<file path="src/rtl/uart_tx_core.sv">
// rtl/uart_tx_core.sv - parametrised UART transmitter (FSM, baud counter, shifter, parity, output register)
//
// Ports:
//   CLK         clock, rising edge
//   RST         synchronous active-low reset
//   P_DATA      parallel payload, latched on acceptance
//   Data_Valid  transmit request, honoured only in IDLE
//   PAR_EN      parity enable, latched on acceptance
//   PAR_TYP     0 = even, 1 = odd parity, latched on acceptance
//   STOP2       0 = one stop bit, 1 = two stop bits, latched on acceptance
//   BRK_REQ     break request (only with UART_TX_BREAK_EN)
//   TX_OUT      registered serial line, idles high
//   busy        registered, high from acceptance through the last stop-bit cycle
//   tx_done     registered one-cycle pulse on frame completion
//
// Optional feature macro: UART_TX_BREAK_EN (adds BRK_REQ and the BREAK state).
module uart_tx_core #(
  parameter int DATA_WIDTH   = 8,
  parameter int CLKS_PER_BIT = 16
) (
  input  logic                  CLK,
  input  logic                  RST,
  input  logic [DATA_WIDTH-1:0] P_DATA,
  input  logic                  Data_Valid,
  input  logic                  PAR_EN,
  input  logic                  PAR_TYP,
  input  logic                  STOP2,
`ifdef UART_TX_BREAK_EN
  input  logic                  BRK_REQ,
`endif
  output logic                  TX_OUT,
  output logic                  busy,
  output logic                  tx_done
);

  localparam int CW = (CLKS_PER_BIT > 1) ? $clog2(CLKS_PER_BIT) : 1;
  // bit counter also measures the break length, so it must reach DATA_WIDTH+2
  localparam int BW = $clog2(DATA_WIDTH + 3);
  localparam logic [CW-1:0] BAUD_MAX = CW'(CLKS_PER_BIT - 1);
  localparam logic [BW-1:0] LAST_BIT = BW'(DATA_WIDTH - 1);
`ifdef UART_TX_BREAK_EN
  localparam logic [BW-1:0] BRK_LAST = BW'(DATA_WIDTH + 1);
  localparam logic [BW-1:0] BRK_SAT  = BW'(DATA_WIDTH + 2);
`endif

  typedef enum logic [2:0] {
    S_IDLE,
    S_START,
    S_DATA,
    S_PARITY,
`ifdef UART_TX_BREAK_EN
    S_STOP,
    S_BREAK
`else
    S_STOP
`endif
  } state_t;

  state_t                state, state_n;
  logic [CW-1:0]         baud_cnt, baud_n;
  logic [BW-1:0]         bit_cnt, bit_n;
  logic [DATA_WIDTH-1:0] shift_q, shift_n;
  logic                  par_en_q, par_q, stop2_q;
  logic                  tx_n, done_n, bit_end, brk_go, accept;

`ifdef UART_TX_BREAK_EN
  assign brk_go = BRK_REQ;
`else
  assign brk_go = 1'b0;
`endif

  // break request wins over a data request in IDLE
  assign accept  = (state == S_IDLE) && Data_Valid && !brk_go;
  assign bit_end = (baud_cnt == BAUD_MAX);

  always_comb begin
    state_n = state;
    baud_n  = bit_end ? '0 : baud_cnt + CW'(1);
    bit_n   = bit_cnt;
    shift_n = shift_q;
    tx_n    = TX_OUT;
    done_n  = 1'b0;
    case (state)
      S_IDLE: begin
        baud_n = '0;
        bit_n  = '0;
        tx_n   = 1'b1;
`ifdef UART_TX_BREAK_EN
        if (BRK_REQ) begin
          state_n = S_BREAK;
          tx_n    = 1'b0;
        end
`endif
        if (accept) begin
          state_n = S_START;
          tx_n    = 1'b0;
          shift_n = P_DATA;
        end
      end
      S_START: begin
        if (bit_end) begin
          state_n = S_DATA;
          tx_n    = shift_q[0];
        end
      end
      S_DATA: begin
        if (bit_end) begin
          if (bit_cnt == LAST_BIT) begin
            bit_n = '0;
            if (par_en_q) begin
              state_n = S_PARITY;
              tx_n    = par_q;
            end else begin
              state_n = S_STOP;
              tx_n    = 1'b1;
            end
          end else begin
            // shift_q[0] is on the line; the next bit is shift_q[1]
            bit_n   = bit_cnt + BW'(1);
            shift_n = shift_q >> 1;
            tx_n    = shift_q[1];
          end
        end
      end
      S_PARITY: begin
        if (bit_end) begin
          state_n = S_STOP;
          tx_n    = 1'b1;
          bit_n   = '0;
        end
      end
      S_STOP: begin
        if (bit_end) begin
          if (bit_cnt == {{(BW-1){1'b0}}, stop2_q}) begin
            state_n = S_IDLE;
            done_n  = 1'b1;
            bit_n   = '0;
          end else begin
            bit_n = bit_cnt + BW'(1);
          end
        end
      end
`ifdef UART_TX_BREAK_EN
      S_BREAK: begin
        tx_n = 1'b0;
        if (bit_cnt == BRK_SAT) begin
          // minimum length already met: leave as soon as the request drops
          baud_n = '0;
          if (!BRK_REQ) begin
            state_n = S_STOP;
            tx_n    = 1'b1;
            bit_n   = '0;
          end
        end else if (bit_end) begin
          if (bit_cnt == BRK_LAST && !BRK_REQ) begin
            state_n = S_STOP;
            tx_n    = 1'b1;
            bit_n   = '0;
          end else begin
            bit_n = bit_cnt + BW'(1);
          end
        end
      end
`endif
      default: begin
        state_n = S_IDLE;
        tx_n    = 1'b1;
      end
    endcase
  end

  always_ff @(posedge CLK) begin
    if (!RST) begin
      state    <= S_IDLE;
      baud_cnt <= '0;
      bit_cnt  <= '0;
      shift_q  <= '0;
      par_en_q <= 1'b0;
      par_q    <= 1'b0;
      stop2_q  <= 1'b0;
      TX_OUT   <= 1'b1;
      busy     <= 1'b0;
      tx_done  <= 1'b0;
    end else begin
      state    <= state_n;
      baud_cnt <= baud_n;
      bit_cnt  <= bit_n;
      shift_q  <= shift_n;
      TX_OUT   <= tx_n;
      busy     <= (state_n != S_IDLE);
      tx_done  <= done_n;
      if (accept) begin
        par_en_q <= PAR_EN;
        par_q    <= (^P_DATA) ^ PAR_TYP;
        stop2_q  <= STOP2;
      end
      // a break always ends with a single stop bit
      if ((state == S_IDLE) && brk_go) begin
        stop2_q <= 1'b0;
      end
    end
  end

endmodule

</file>
<file path="config.mk">
export PLATFORM = sky130hd
export DESIGN_NAME = uart_tx_core
export DESIGN_NICKNAME = d
export VERILOG_FILES = /design/src/rtl/uart_tx_core.sv
export SDC_FILE = /design/constraint.sdc
export NUM_CORES = 1
export LEC_CHECK = 0
export ABC_AREA = 1
export CORE_AREA = 4 4 68 70
export DETAILED_ROUTE_END_ITERATION = 10
export DIE_AREA = 0 0 72 74
export REMOVE_ABC_BUFFERS = 1
export SLEW_MARGIN = 15
export SYNTH_ARGS = -nofsm -noshare
export SYNTH_HDL_FRONTEND = slang
export SYNTH_SLANG_ARGS = --single-unit
</file>
<file path="constraint.sdc">
create_clock -name CLK -period 1.52 [get_ports CLK]
set_input_delay 0.152 -clock CLK [delete_from_list [all_inputs] [get_ports CLK]]
set_output_delay 0.152 -clock CLK [all_outputs]
set_load 0.02 [all_outputs]
</file>
==> results of run 1 <==
repair_timing:
action / in CTS / in global routing
setup buffers: 0 / 5
resized for setup: 0 / 12
endpoints found under the setup margin: 0 / 14
final cells by class:
class | count | area (µm²) | share of cell area, %
multi-input cells | 159 | 875 | 45.5
inverters | 40 | 153 | 7.94
clock inverters | 1 | 7.51 | 0.390
repair buffers | 32 | 280 | 14.6
well taps | 50 | 62.6 | 3.25
clock buffers | 3 | 41.3 | 2.15
flip-flops and latches | 25 | 504 | 26.2
worst max path at each step:
| stage | to | slack, ps | cells past startpoint |
|---|---|---|---|
| after global placement | shift_q[7] | 70 | 8 |
| after floorplan | shift_q[7] | 70 | 10 |
| after CTS | shift_q[7] | 20 | 8 |
| final | shift_q[1] | 100 | 8 |
| after detailed placement | shift_q[7] | 30 | 8 |
| after global routing | shift_q[7] | -4 | 10 |
layout by cell type, fill, tap and decap left out, types with 4 or more instances in the layout:
master and instances:
nand2_1 57, inv_1 36, dfxtp_1 22, nor2_1 21
clkdlybuf4s50_1 16, buf_4 16, nand3_1 15, o21ai_1 10
a21oi_1 9, o21ai_0 6, a21oi_2 6, o21ai_2 5
nor2_2 4, nand2_2 4, nor2_4 4
flip-flops by register name, indices dropped and copies added (netlist names):
name and count:
shift_q 8, baud_cnt 4, bit_cnt 4, state 3
TX_OUT 1, busy 1, par_en_q 1, par_q 1
stop2_q 1, tx_done 1
layer usage:
metal  track usage (%)  vias to the layer above
met5                 0                        -
met4              6.89                        0
met3              1.49                        5
met2              20.3                       34
met1              16.8                      631
li1                  -                      777
worst max-delay path, cell delays in order, from the launching register on:
cell and delay, ps:
dfxtp_2 370, ha_4 160, nand3_4 90, inv_4 110, nor2_4 50, nor2_4 200
nand2_4 120, o21ai_1 170, a21oi_2 40
logic make-up (layout without fill, tap and decap cells):
| kind of cell | Yosys count | in the layout | share of synthesized area [%] |
|---|---|---|---|
| AO/OA/AOI/OAI | 36 | 36 | 14.7 |
| flip-flops | 25 | 25 | 33.3 |
| XOR/XNOR | 5 | 5 | 2.91 |
| buffers and inverters | 43 | 76 | 12.2 |
| AND/OR/NAND/NOR | 115 | 116 | 35.2 |
| adder cells (fa/ha/maj) | 2 | 2 | 1.67 |
power by group:
part / switching, µW / leakage, µW / internal, µW
registers: 24.8 / 0.000207 / 698
clock network: 227 / 0.0000217 / 187
logic: 172 / 0.000690 / 144
per-stage QoR:
step           area (µm²)  worst slack (ps)  TNS [ps]  std cells  power, µW
2_1_floorplan        1470              73.7         0        223        917
3_3_place_gp         1780              69.7         0        300       1020
3_5_place_dp         1780              28.7         0        300       1020
4_1_cts              1820              18.5         0        304       1440
5_1_grt              1920             -3.69     -3.69        310       1540
6_report             1920               104         0        310       1450
==> impl_metrics.prom, run 1 <==
# TYPE chip_impl_metric gauge
chip_impl_info{name="status",value="complete, no violations"} 1
chip_impl_metric{name="clock_tree.htree_level_count",unit=""} 1
chip_impl_metric{name="crit_path_max_fanout",unit=""} 7
chip_impl_metric{name="synthArstFlopShare",unit="%"} 0
chip_impl_metric{name="die_w",unit="µm"} 72
chip_impl_metric{name="start_util",unit="%"} 37.8
chip_impl_metric{name="area.growth.synth_to_final",unit="%"} 28.0
chip_impl_metric{name="ant_nets",unit=""} 0
chip_impl_info{name="worst_hold_path_type",value="reg -> reg"} 1
chip_impl_metric{name="wire_per_inst",unit="µm"} 10.1
chip_impl_metric{name="grt_pass1_vias",unit=""} 1251
chip_impl_metric{name="avgViaCountPerCell",unit=""} 4.67
chip_impl_metric{name="reg2regPathDepth",unit=""} 8
chip_impl_metric{name="postSynthAreaPerCell",unit="µm²"} 6.65
chip_impl_metric{name="max-clock-path-buffers",unit=""} 2
chip_impl_metric{name="globalplace.congestion",unit=""} 0.851
chip_impl_metric{name="grt_first_pass_wirelength",unit="µm"} 5350
chip_impl_metric{name="io_buffer_count",unit=""} 16
chip_impl_info{name="ys_top_cells_by_count",value="nand2_1 (58), inv_1 (36), dfxtp_1 (25), nor2_1 (21), nand3_1 (17)"} 1
chip_impl_metric{name="yosys.cell_types.count",unit=""} 24
chip_impl_metric{name="fillCellCount",unit=""} 411
chip_impl_metric{name="combined_area_of_all_synthesized_cells",unit="mm²"} 0.00150
chip_impl_metric{name="drt_pass1_iterations",unit=""} 4
chip_impl_info{name="topRoutingLayerUsed",value="met4"} 1
chip_impl_info{name="synth_top_cells_by_area",value="dfxtp_1 (33%), nand2_1 (14%), inv_1 (9.0%)"} 1
chip_impl_metric{name="number_of_flops_mapped_to_enable_cells_by_yosys",unit=""} 0
chip_impl_metric{name="dr_wl_met3",unit="µm"} 143
chip_impl_metric{name="synth-seq-area-share",unit="%"} 33.3
chip_impl_metric{name="die_outline_area",unit="mm²"} 0.00533
chip_impl_metric{name="power-per-cell-area",unit="mW/mm²"} 755
chip_impl_metric{name="grt_use_total",unit="%"} 12.7
chip_impl_metric{name="worst-endpoint-required",unit="ps"} 1700
chip_impl_metric{name="relSlewSlack",unit="%"} 81.2
chip_impl_info{name="worst_hold_path.endpoint",value="baud_cnt[0]"} 1
chip_impl_metric{name="worst_clock_skew",unit="ps"} 5.30
chip_impl_info{name="tritoncts",value="done"} 1
chip_impl_metric{name="vias",unit=""} 1447
chip_impl_metric{name="reg2reg_slack",unit="ps"} 100
chip_impl_metric{name="utilization",unit="%"} 48.4
chip_impl_metric{name="max_cap_violations",unit=""} 0
chip_impl_metric{name="timing.fmax",unit="GHz"} 0.706
chip_impl_metric{name="met2_length",unit="µm"} 1420
chip_impl_metric{name="min_path_cells",unit=""} 1
chip_impl_metric{name="overflow",unit=""} 0
chip_impl_info{name="timing.critical_path.from_type",value="flip-flop"} 1
chip_impl_metric{name="cts.reportedPaths.clkPinSlew",unit="ps"} 90
chip_impl_metric{name="synth_warnings",unit=""} 0
chip_impl_metric{name="post_route_hold_slack",unit="ps"} 455
chip_impl_info{name="timing.rr.end",value="shift_q[1]"} 1
chip_impl_metric{name="synth.ff_latch_count",unit=""} 25
chip_impl_metric{name="dieHeight",unit="µm"} 74
chip_impl_info{name="dominantRegCellSynth",value="dfxtp_1"} 1
chip_impl_metric{name="drt_iter0_drc",unit=""} 100
chip_impl_metric{name="shortest_clock_period_the_worst_path_allows_after_layout",unit="ps"} 1420
chip_impl_info{name="synth_top_cell_by_area",value="dfxtp_1"} 1
chip_impl_info{name="setup.worst_path.start",value="baud_cnt[0]"} 1
chip_impl_metric{name="drive_above_1_share",unit="%"} 21.9
chip_impl_info{name="holdCritStartpoint",value="baud_cnt[0]"} 1
chip_impl_metric{name="clk_latency",unit="ps"} 280
chip_impl_metric{name="design.final.nets",unit=""} 277
chip_impl_info{name="post-synth-top-count-cell",value="nand2_1"} 1
chip_impl_metric{name="hold_violations",unit=""} 0
chip_impl_metric{name="tritoncts_num_sinks",unit=""} 25
chip_impl_metric{name="detail_route.wirelength",unit="µm"} 3120
chip_impl_info{name="timing.critical_path.to_type",value="flip-flop"} 1
chip_impl_metric{name="period_share",unit="%"} 93.1
chip_impl_metric{name="max_slew.worst_pin.slew",unit="ps"} 282
chip_impl_info{name="cts_root_buf",value="clkbuf_8"} 1
chip_impl_metric{name="setup_viol_count_final",unit=""} 0
chip_impl_metric{name="cts_buffers",unit=""} 3
chip_impl_metric{name="ioPinCount",unit=""} 17
chip_impl_metric{name="synth.top_cell.area_share",unit="%"} 33.3
chip_impl_info{name="critPathKind",value="reg -> reg"} 1
chip_impl_metric{name="core_area",unit="mm²"} 0.00397
chip_impl_metric{name="route.detailed.drc",unit=""} 0
chip_impl_metric{name="insertedDiodeCount",unit=""} 0
chip_impl_metric{name="synthesis.instances",unit=""} 226
chip_impl_metric{name="antenna_found_initial",unit=""} 0
chip_impl_info{name="critical_path.reg2reg.startpoint",value="baud_cnt[0]"} 1
chip_impl_metric{name="power.static_leakage",unit="µW"} 0.000919
chip_impl_metric{name="drt_met1_wl",unit="µm"} 1490
chip_impl_metric{name="irDropWorstVdd",unit="µV"} 346
chip_impl_metric{name="slew_limit_fails",unit=""} 0
chip_impl_metric{name="core.rowCount",unit=""} 23
chip_impl_metric{name="post-dp-hpwl",unit="µm"} 2410
chip_impl_metric{name="maximum_number_of_pins_on_one_net_before_global_route_repair",unit=""} 16
chip_impl_metric{name="cts_hold_fix_bufs",unit=""} 0
chip_impl_metric{name="worst-endpoint-arrival",unit="ps"} 1600
Note: power is estimated with default switching activity, not from simulation.
==> inputs of run 2 (changes only) <==
SKIP_LAST_GASP = 1   (was default)
==> run 2 against run 1 <==
Against the previous run:
- global-route usage unchanged
- sequential share of layout area up 0.10 points
- utilization down 0.19 points
- via count down 0.90%
- first-iteration DRC count down 1.0%
- highest routed layer unchanged
- fmax down 1.9%
- largest power group unchanged
- cell count unchanged
- largest cell class unchanged
- combinational power about the same
- sequential cell count unchanged
- critical endpoint unchanged
==> impl_metrics.prom, run 2 (synthesis gave the netlist of run 1 again) <==
# TYPE chip_impl_metric gauge
chip_impl_info{name="timing.rr.end",value="shift_q[1]"} 1
chip_impl_metric{name="core_area",unit="mm²"} 0.00397
chip_impl_metric{name="area.growth.synth_to_final",unit="%"} 27.5
chip_impl_metric{name="seqPwrFrac",unit="%"} 49.8
chip_impl_metric{name="shortest_clock_period_the_worst_path_allows_after_layout",unit="ps"} 1440
chip_impl_info{name="timing.critical_path.from_type",value="flip-flop"} 1
chip_impl_info{name="top_register",value="shift_q"} 1
chip_impl_metric{name="worst_clock_skew",unit="ps"} 7.86
chip_impl_info{name="critical_path.reg2reg.startpoint",value="baud_cnt[0]"} 1
chip_impl_info{name="mostFrequentLayoutCell",value="nand2_1"} 1
chip_impl_metric{name="io_buffer_count",unit=""} 16
chip_impl_metric{name="drt_met1_wl",unit="µm"} 1550
chip_impl_metric{name="grt_pass1_vias",unit=""} 1251
chip_impl_metric{name="hold_violations",unit=""} 0
chip_impl_metric{name="multiInputGateArea",unit="µm²"} 867
chip_impl_metric{name="power.static_leakage",unit="µW"} 0.000919
chip_impl_metric{name="tritoncts_num_sinks",unit=""} 25
chip_impl_metric{name="power.share.combinational",unit="%"} 21.8
chip_impl_metric{name="route.detailed.drc",unit=""} 0
chip_impl_info{name="layout.cells.most_common_list",value="nand2_1 (57), inv_1 (36), dfxtp_1 (22), nor2_1 (21)"} 1
chip_impl_metric{name="drt_iter0_drc",unit=""} 99
chip_impl_metric{name="start_util",unit="%"} 37.8
chip_impl_metric{name="worst-endpoint-arrival",unit="ps"} 1620
chip_impl_metric{name="clock_tree.htree_level_count",unit=""} 1
chip_impl_metric{name="detail_route.wirelength",unit="µm"} 3150
chip_impl_metric{name="number_of_flip_flops_in_the_largest_register",unit=""} 8
chip_impl_metric{name="cts_buffers",unit=""} 3
chip_impl_metric{name="power.share.clock",unit="%"} 28.4
chip_impl_info{name="holdCritStartpoint",value="baud_cnt[0]"} 1
chip_impl_info{name="timing.critical_path.to_type",value="flip-flop"} 1
chip_impl_info{name="worst_hold_path.endpoint",value="baud_cnt[0]"} 1
chip_impl_metric{name="drive_above_1_share",unit="%"} 21.9
chip_impl_metric{name="power-per-cell-area",unit="mW/mm²"} 757
chip_impl_info{name="grt_setup_unrepaired",value="true"} 1
chip_impl_info{name="status",value="complete, no violations"} 1
chip_impl_metric{name="globalplace.congestion",unit=""} 0.851
chip_impl_metric{name="post_route_hold_slack",unit="ps"} 455
chip_impl_info{name="critPathKind",value="reg -> reg"} 1
chip_impl_metric{name="max-clock-path-buffers",unit=""} 2
chip_impl_info{name="topRoutingLayerUsed",value="met4"} 1
chip_impl_metric{name="max_slew.worst_pin.slew",unit="ps"} 290
chip_impl_metric{name="die_w",unit="µm"} 72
chip_impl_metric{name="grt_use_total",unit="%"} 12.7
chip_impl_metric{name="total_switching_power",unit="µW"} 423
chip_impl_info{name="tritoncts",value="done"} 1
chip_impl_metric{name="finalSetupTns",unit="ps"} 0
chip_impl_metric{name="antenna_found_initial",unit=""} 0
chip_impl_metric{name="core.rowCount",unit=""} 23
chip_impl_metric{name="worst-endpoint-required",unit="ps"} 1700
chip_impl_metric{name="ant_nets",unit=""} 0
chip_impl_metric{name="timing.fmax",unit="GHz"} 0.693
chip_impl_info{name="worst_hold_path_type",value="reg -> reg"} 1
chip_impl_metric{name="fillCellCount",unit=""} 412
chip_impl_info{name="cts_root_buf",value="clkbuf_8"} 1
chip_impl_metric{name="post-dp-hpwl",unit="µm"} 2410
chip_impl_metric{name="relSlewSlack",unit="%"} 80.7
chip_impl_metric{name="switching_share",unit="%"} 29.2
chip_impl_metric{name="irDropWorstVdd",unit="µV"} 350
chip_impl_metric{name="maximum_number_of_pins_on_one_net_before_global_route_repair",unit=""} 16
chip_impl_metric{name="reg2reg_slack",unit="ps"} 80
chip_impl_metric{name="total_power",unit="µW"} 1450
chip_impl_metric{name="clk_latency",unit="ps"} 280
chip_impl_metric{name="ioPinCount",unit=""} 17
chip_impl_metric{name="drt_pass1_iterations",unit=""} 4
chip_impl_metric{name="cts.reportedPaths.clkPinSlew",unit="ps"} 90
chip_impl_metric{name="design.final.nets",unit=""} 277
chip_impl_metric{name="overflow",unit=""} 0
chip_impl_metric{name="dr_wl_met3",unit="µm"} 100
chip_impl_metric{name="period_share",unit="%"} 95.0
chip_impl_info{name="top_regs",value="shift_q: 8 flops, baud_cnt: 4 flops, bit_cnt: 4 flops"} 1
chip_impl_metric{name="die_outline_area",unit="mm²"} 0.00533
chip_impl_metric{name="vias",unit=""} 1434
chip_impl_metric{name="wire_per_inst",unit="µm"} 10.2
chip_impl_metric{name="setup_viol_count_final",unit=""} 0
chip_impl_metric{name="insertedDiodeCount",unit=""} 0
chip_impl_metric{name="crit_path_max_fanout",unit=""} 7
chip_impl_metric{name="slew_limit_fails",unit=""} 0
chip_impl_metric{name="area_used_by_sequential_logic_in_the_layout",unit="µm²"} 504
chip_impl_metric{name="max_cap_violations",unit=""} 0
chip_impl_metric{name="reg2regPathDepth",unit=""} 8
chip_impl_metric{name="dieHeight",unit="µm"} 74
chip_impl_metric{name="met2_length",unit="µm"} 1420
chip_impl_metric{name="avgViaCountPerCell",unit=""} 4.63
chip_impl_metric{name="min_path_cells",unit=""} 1
chip_impl_metric{name="grt_first_pass_wirelength",unit="µm"} 5350
chip_impl_metric{name="p_int",unit="µW"} 1030
==> run 2: timing repair <==
action                                  CTS  global route
gates resized for setup                   0            11
setup buffers                             0             5
endpoints found under the setup margin    0            14
hold buffers                              0             0
==> run 2: critical path: stages (launching register included) <==
cell     delay, ps
dfxtp_2        370
ha_4           150
nand3_2        110
inv_4          120
nor2_4          50
nor2_4         200
nand2_4        130
o21ai_1        170
a21oi_2         40
==> run 2: worst max-delay path by stage <==
stage | start | to | cells after the start
finish | baud_cnt[0] | shift_q[1] | 8
global route | baud_cnt[0] | shift_q[7] | 10
CTS | bit_cnt[0] | shift_q[7] | 8
detailed placement | bit_cnt[0] | shift_q[7] | 8
global placement | bit_cnt[0] | shift_q[7] | 8
floorplan | baud_cnt[0] | shift_q[7] | 10
==> run 2: layer usage <==
| layer | track usage [%] | vias up |
|---|---|---|
| met5 | 0 | - |
| met4 | 6.89 | 0 |
| met3 | 1.49 | 5 |
| met2 | 20.3 | 20 |
| met1 | 16.8 | 634 |
| li1 | - | 775 |
==> run 2: final cells by class <==
type                            instances  share of cell area, %
Clock buffer                            3                   2.16
Clock inverter                          1                  0.392
Timing Repair Buffer                   32                   14.6
Inverter                               40                   7.97
Tap cell                               50                   3.27
Sequential cell                        25                   26.3
Multi-Input combinational cell        159                   45.3
==> run 2: power by group through the flow <==
stage	Clock [µW]	Sequential, µW	Combinational, µW
after floorplan	0	738	179
after global placement	0	736	287
after detailed placement	0	736	288
after CTS	433	721	289
after global routing	454	728	358
final	412	723	316
==> run 2: stage by stage <==
step	cell area, µm²	setup WS (ps)	utilization, %	std cells
global placement	1780	69.7	44.7	300
floorplan	1470	73.7	-	223
finish	1920	76.3	48.2	310
detailed placement	1780	28.7	44.7	300
global route	1920	-33.8	48.2	310
CTS	1820	18.5	45.9	304
